$ cat src/rtl/mailbox_pkg.sv
// mailbox_pkg: shared width and parameter-legality helpers for the mailbox FIFO
package mailbox_pkg;
  function automatic int ptr_w(input int depth);
    return (depth < 2) ? 1 : $clog2(depth);
  endfunction
  function automatic bit is_pow2(input int v);
    return (v > 0) && ((v & (v - 1)) == 0);
  endfunction
endpackage

$ cat src/rtl/mailbox_regfile.sv
// mailbox_regfile: DEPTH x WIDTH storage, one synchronous write port (we/waddr/wdata) and one asynchronous read port (raddr/rdata)
module mailbox_regfile #(
  parameter int WIDTH = 8,
  parameter int DEPTH = 4,
  parameter int AW    = 2
) (
  input  logic             clk,
  input  logic             we,
  input  logic [AW-1:0]    waddr,
  input  logic [WIDTH-1:0] wdata,
  input  logic [AW-1:0]    raddr,
  output logic [WIDTH-1:0] rdata
);
  logic [WIDTH-1:0] mem_q [DEPTH];
  always_ff @(posedge clk) if (we) mem_q[waddr] <= wdata;
  assign rdata = mem_q[raddr];
endmodule

$ cat src/rtl/mailbox_fifo.sv
// mailbox_fifo: FWFT mailbox FIFO; write side we/din/busy, read side re/dout/ready, status count/almost_full, sticky overflow/underflow cleared by clr_err
module mailbox_fifo
  import mailbox_pkg::*;
#(
  parameter int WIDTH       = 8,
  parameter int DEPTH       = 4,
  parameter int AFULL_LEVEL = 3
) (
  input  logic                   clk,
  input  logic                   reset,
  input  logic                   we,
  input  logic [WIDTH-1:0]       din,
  output logic                   busy,
  input  logic                   re,
  output logic [WIDTH-1:0]       dout,
  output logic                   ready,
  output logic [$clog2(DEPTH):0] count,
  output logic                   almost_full,
  output logic                   overflow,
  output logic                   underflow,
  input  logic                   clr_err
);
  localparam int AW = ptr_w(DEPTH);
  localparam int CW = AW + 1;
  localparam logic [CW-1:0] FULL  = CW'(DEPTH);
  localparam logic [CW-1:0] AFULL = CW'(AFULL_LEVEL);

  if (!is_pow2(DEPTH)) begin : g_bad_depth
    $error("mailbox_fifo: DEPTH must be a power of two");
  end
  if (AFULL_LEVEL < 1 || AFULL_LEVEL > DEPTH) begin : g_bad_afull
    $error("mailbox_fifo: AFULL_LEVEL must be in 1..DEPTH");
  end

  logic [AW-1:0]    wr_ptr_q, wr_ptr_d, rd_ptr_q, rd_ptr_d;
  logic [CW-1:0]    count_q, count_d;
  logic             busy_q, busy_d, ready_q, ready_d, afull_q, afull_d;
  logic             ovf_q, ovf_d, unf_q, unf_d;
  logic [WIDTH-1:0] hold_q, hold_d, rd_data;
  logic             wr_ok, rd_ok;

  // Flags come from count_d so they are registered yet already reflect this edge's traffic.
  always_comb begin
    wr_ok    = we & ~busy_q;
    rd_ok    = re & ready_q;
    wr_ptr_d = wr_ptr_q + AW'(wr_ok);
    rd_ptr_d = rd_ptr_q + AW'(rd_ok);
    count_d  = count_q + CW'(wr_ok) - CW'(rd_ok);
    busy_d   = count_d == FULL;
    ready_d  = count_d != '0;
    afull_d  = count_d >= AFULL;
    ovf_d    = (we & busy_q) | (ovf_q & ~clr_err);
    unf_d    = (re & ~ready_q) | (unf_q & ~clr_err);
    hold_d   = rd_ok ? rd_data : hold_q;
  end

  always_ff @(posedge clk) begin
    if (reset) begin
      wr_ptr_q <= '0;
      rd_ptr_q <= '0;
      count_q  <= '0;
      busy_q   <= 1'b0;
      ready_q  <= 1'b0;
      afull_q  <= 1'b0;
      ovf_q    <= 1'b0;
      unf_q    <= 1'b0;
      hold_q   <= '0;
    end else begin
      wr_ptr_q <= wr_ptr_d;
      rd_ptr_q <= rd_ptr_d;
      count_q  <= count_d;
      busy_q   <= busy_d;
      ready_q  <= ready_d;
      afull_q  <= afull_d;
      ovf_q    <= ovf_d;
      unf_q    <= unf_d;
      hold_q   <= hold_d;
    end
  end

  mailbox_regfile #(.WIDTH(WIDTH), .DEPTH(DEPTH), .AW(AW)) u_regfile (
    .clk   (clk),
    .we    (wr_ok),
    .waddr (wr_ptr_q),
    .wdata (din),
    .raddr (rd_ptr_q),
    .rdata (rd_data)
  );

  // Storage is not reset, so an empty buffer shows the last popped word (zero after reset).
  assign dout        = ready_q ? rd_data : hold_q;
  assign busy        = busy_q;
  assign ready       = ready_q;
  assign count       = count_q;
  assign almost_full = afull_q;
  assign overflow    = ovf_q;
  assign underflow   = unf_q;
endmodule

$ cat config.mk
export PLATFORM = sky130hd
export DESIGN_NAME = mailbox_fifo
export DESIGN_NICKNAME = d
export VERILOG_FILES = /design/src/rtl/mailbox_pkg.sv /design/src/rtl/mailbox_regfile.sv /design/src/rtl/mailbox_fifo.sv
export SDC_FILE = /design/constraint.sdc
export NUM_CORES = 1
export LEC_CHECK = 0
export CAP_MARGIN = 15
export CORE_ASPECT_RATIO = 1.2
export CORE_MARGIN = 5
export CORE_UTILIZATION = 40
export CTS_BUF_LIST = sky130_fd_sc_hd__clkbuf_8
export CTS_CLUSTER_DIAMETER = 30
export DETAILED_ROUTE_END_ITERATION = 12
export HOLD_SLACK_MARGIN = 0.05
export PLACE_DENSITY = 0.66
export SYNTH_ARGS = -nofsm -noshare
export SYNTH_HDL_FRONTEND = slang
export SYNTH_SLANG_ARGS = --single-unit
$ cat constraint.sdc
create_clock -name clk -period 2.56 [get_ports clk]
set_input_delay 0.256 -clock clk [delete_from_list [all_inputs] [get_ports clk]]
set_output_delay 0.256 -clock clk [all_outputs]
set_load 0.05 [all_outputs]
**Word-level counts from Yosys, hierarchy flattened**

Memory sizes are Yosys's and may differ from the RTL's. A register that Yosys moved wholly into a read port is not among the register bits.
Cells that the tools add are included.

- Add/subtract/negate cells: 4
- Magnitude comparators: 1
- Eq/ne operators: 1
- Multiplexer cells: 4
- Bitwise logic cells: 11
- Reduce and logical (&&, ||, !) cells: 1

Operators by type and width:

| operator | count |
|---|---|
| $mux 8 | 1 |
| $and 1x1->1 | 6 |
| $add 2x1->2 | 2 |
| $add 3x1->3 | 1 |
| $eq 3x3->1 const B | 1 |
| $ge 3x2->1 const B | 1 |
| $not 1->1 | 3 |
| $reduce_bool 3->1 | 1 |
| $sub 3x1->3 | 1 |
| $mux 1 | 2 |
| $mux 2 | 1 |
| $or 1x1->1 | 2 |

- Register bits after elaboration: 20
- Memory bits (writable): 32
- Bits of input ports: 13
- Output and inout bits: 16
- Logic and storage cells: 32
- Memories kept: 1

Memories:

| memory | words | width | read ports | clocked after Yosys merged registers in | wr ports | line | text |
|---|---|---|---|---|---|---|---|
| u_regfile.mem_q | 4 | 8 | 1 | 1 | 1 | mailbox_regfile.sv:14 | `logic [WIDTH-1:0] mem_q [DEPTH];` |

**Logic depth before layout (Yosys ltp)**

- Depth after elaboration: 5
- Depth in mapped cells: 9

**By module**

A second synthesis with hierarchy kept.

- Cell total of the unflattened synthesis: 135
- Area, all modules: 2018.2 um^2

By module, submodules not included:

| module | times used | cells an instance | area each (um^2) | seq. area each (um^2) |
|---|---|---|---|---|
| mailbox_regfile | 1 | 46 | 1188.6 | 960.9 |
| mailbox_fifo | 1 | 89 | 829.5 | 400.4 |

**Worst setup path before layout**

OpenSTA, ideal clock, no wires.

- Kind: reg2reg
- Start point: register ready_q, in the netlist ready
- End point: register busy_q, in the netlist busy
- Library setup time: 65 ps
- Data arrival time: 2229 ps
- Data required time: 2495 ps
- Slack: 265 ps
- Cell stages (with the launch flop): 10
- Buffers on the path: 1
- Period minus slack after synthesis: 2295 ps
- Path through: dfxtp_1 -> nand2_2 -> buf_2 -> xnor2_1 -> ha_1 -> inv_1 -> fa_1 -> xnor3_1 -> or2_1 -> nor2b_1

- Cells in the longest elaborated chain, start to end: 3

Ends and longest elaborated chain:

| item | line | text |
|---|---|---|
| start: declaration | mailbox_fifo.sv:37 | `logic busy_q, busy_d, ready_q, ready_d, afull_q, afull_d;` |
| start signal: assignment | mailbox_fifo.sv:73 | `ready_q <= ready_d;` |
| $and 1x1->1 | mailbox_fifo.sv:45 | `rd_ok = re & ready_q;` |
| $sub 3x1->3 | mailbox_fifo.sv:48 | `count_d = count_q + CW'(wr_ok) - CW'(rd_ok);` |
| $eq 3x3->1 | mailbox_fifo.sv:49 | `busy_d = count_d == FULL;` |
| end signal: assignment | mailbox_fifo.sv:72 | `busy_q <= busy_d;` |
| end: declaration | mailbox_fifo.sv:37 |  |

No other way between the ends.
A chain may end at the register's enable or synchronous reset.

==> flow_metrics.env <==
export IMPL_crit_path_frequent_cell="buf_4"
export IMPL_dp_hpwl_mm=2.88
export IMPL_slew_headroom=0.660
export IMPL_port_buffers=28
export IMPL_die_width_um=75.9
export IMPL_async_flop_share=0
export IMPL_place_inst=235
export IMPL_hold_buffers=0
export IMPL_cts_setup_buffers=0
export IMPL_dpl_cell_area_sq_mm=0.00242
export IMPL_antenna_found_initial=0
export IMPL_synthTopCellsByCount="edfxtp_1 (32), dfxtp_1 (20), mux2i_1 (16)"
export IMPL_skew_ns=0.0104
export IMPL_cts_root_buffer="clkbuf_8"
export IMPL_path_max_fanout=17
export IMPL_layout_drive_gt1_share=0.126
export IMPL_worst_skew_pair_late_latency_ns=0.30
export IMPL_n_antenna_cell=0
export IMPL_synthMuxAreaShare=0.0768
export IMPL_yosys_area_share_adder=0.0216
export IMPL_grt_use_met1=0.141
export IMPL_synth_compound_area_share=0.0960
export IMPL_end_kind="output pin"
export IMPL_fin_crit_sh=0.777
export IMPL_rr_startpoint="ready"
export IMPL_fp_coreArea_sq_mm=0.00501
export IMPL_grt_pass1_wl_mm=6.60
export IMPL_fin_cells=243
export IMPL_max_slew_worst_pin_slew_ns=0.510
export IMPL_yosys_area_top_type_share=0.461
export IMPL_cts_resized=0
export IMPL_yosysSeqAreaShare=0.653
export IMPL_drtPass1Iterations=4
export IMPL_clock_sinks=52
export IMPL_synth_top_cell_by_area="edfxtp_1"
export IMPL_outcome="finished clean"
export IMPL_vias=1304
export IMPL_min_period_ns=1.99
export IMPL_grt_busiest_layer="met2"
export IMPL_cts_htree_levels=2
export IMPL_synth_top_family_by_area="compound AO/OA/AOI/OAI gates"
export IMPL_drc=0
export IMPL_holdPathStages=2
export IMPL_worst_path_largest_cell_delay_ns=0.32
export IMPL_finalHoldViolations=0
export IMPL_ios=29
export IMPL_clock_path_buffers=2
export IMPL_syn_inst=149
export IMPL_p_total_mw=2.90
export IMPL_grt_use_met3=0.0242
export IMPL_grt_ovfl_total=0
export IMPL_reg2regPathDepth=8
export IMPL_cts_buffers_inserted=5
export IMPL_cp_required_ns=2.30
export IMPL_wl_per_cell_um=16.8
export IMPL_crit_chain="buf_4 -> mux2i_1 -> o22ai_1 -> a21o_1 -> buf_4"
export IMPL_p_leak_nw=0.939
export IMPL_crit_start="rd_ptr_q[1]"
export IMPL_path_clk_slew_ns=0.10
export IMPL_r2r_end="busy"
export IMPL_dieHeight_um=89.1
export IMPL_drv_slew=0
export IMPL_synth_nets=165
export IMPL_cp_slowest_cell="dfxtp_1"
export IMPL_finalSetupViolations=0
export IMPL_wl_mm=4.08
export IMPL_powerDensity_mw_per_mm2=1150
export IMPL_fmax_mhz=503
export IMPL_synth_simple_area_share=0.0948
export IMPL_nets=198
export IMPL_netlist_area_sq_mm=0.00208
export IMPL_peakVddDrop_mv=0.356
export IMPL_timing_critical_path_to="dout[5]"
export IMPL_grt_use_total=0.126
export IMPL_crit_arrival_ns=1.73
export IMPL_synth_ff_latch_count=52
export IMPL_synth_most_common_cell="edfxtp_1"
export IMPL_drtIter0Drc=77
export IMPL_path_depth=5
export IMPL_cp_start_kind="register"
export IMPL_r2r_setup_slack_ns=0.65
export IMPL_initial_core_util=0.416
export IMPL_core_rowCount=28
export IMPL_grt_setup_unrepaired="false"
export IMPL_synth_edf_count=32
export IMPL_syn_to_final_growth_pct=21.3
export IMPL_path_buf_inv=2
export IMPL_drv_cap=0
export IMPL_avgSynthCellArea_sq_um=14.0
export IMPL_synth_area_leaders="edfxtp_1 (46%), dfxtp_1 (19%), mux2i_1 (7.7%), o221ai_1 (3.4%), a21o_1 (2.9%)"
export IMPL_cts_tree="yes"
export IMPL_worstHoldPathType="register to register"
export IMPL_synthXorXnorAreaFrac=0.0276
export IMPL_grt_max_degree=18
export IMPL_postRouteAntennaNets=0
export IMPL_fin_setup_tns_ns=0
export IMPL_gp_congestion=0.752
export IMPL_cp_top_family="buffers and inverters"
export IMPL_grt_pass1_vias=1357
export IMPL_worstSetupPathType="register to output pin"
export IMPL_viasPerCell=5.37
export IMPL_die_area_sq_mm=0.00676
export IMPL_synth_ff_type="edfxtp_1"
export IMPL_utilization=0.505
export IMPL_postLayoutCellArea_sq_mm=0.00253
export IMPL_synth_cell_type_count=31
export IMPL_gr_usage_met2=0.231
export IMPL_yosysWarnings=0
placed cells by master (no fill, tap or decap), types with 4 or more instances in the layout:
master / netlist / layout
dfxtp_1: 20 / 20
o22ai_1: 8 / 8
buf_4: 0 / 14
nand3b_1: 8 / 8
nand2_1: 4 / 4
o221ai_1: 8 / 8
clkbuf_8: 0 / 5
a21o_1: 8 / 8
mux2i_1: 16 / 16
nor2b_1: 5 / 5
edfxtp_1: 32 / 32
clkdlybuf4s50_1: 0 / 20
nor2_1: 8 / 8
inv_1: 3 / 4
registers in the layout, indices dropped and copies added, names as in the netlist:
name             cells
ready                1
wr_ptr_q             2
underflow            1
rd_ptr_q             2
overflow             1
almost_full          1
busy                 1
count                3
hold_q               8
u_regfile.mem_q     32
area by class of cell:
class	instances	area [sq um]
clock inverter	3	42.5
fill	439	2480
inverter	4	15.0
multi-input combinational	85	661
tap	60	75.1
sequential	52	1360
timing repair buffer	34	305
clock buffer	5	68.8
per-layer routing:
layer  wire, um  up-vias
met5          0        -
met4         75        0
met3        199        8
met2       2110       42
met1       1700      629
li1           -      625
cell families after synthesis:
kind of cell / Yosys count
DFF: 52
and+or+nand+nor: 34
AOI/OAI and AO/OA: 27
muxes: 16
buffers and inverters: 12
xor gates and xnor gates: 5
adders and majority gates: 3
where the power goes:
part | switching (mW) | total, mW | internal, mW
clock | 0.267 | 0.558 | 0.292
sequential | 0.0851 | 1.14 | 1.06
combinational | 0.774 | 1.20 | 0.422
total | 1.13 | 2.90 | 1.77
worst min-delay path, cell delays in order (launching register included):
cell and delay, ns:
dfxtp_1 0.34, a22oi_1 0.07, nor2_1 0.08
per-stage QoR:
stage	hold slack, ns	setup slack (ns)
4_1_cts	0.517	0.558
3_3_place_gp	0.482	0.338
6_report	0.519	0.570
2_1_floorplan	0.355	0.265
5_1_grt	0.544	0.454
3_5_place_dp	0.493	0.251
worst min path at each step:
| stage | from | endpoint | slack [ns] |
|---|---|---|---|
| finish | underflow | underflow | 0.52 |
| global route | underflow | underflow | 0.54 |
| CTS | underflow | underflow | 0.52 |
| detailed placement | underflow | underflow | 0.49 |
| global placement | overflow | overflow | 0.48 |
| floorplan | din[0] | u_regfile.mem_q[0][0] | 0.35 |
(Power assumes the default switching activity.)
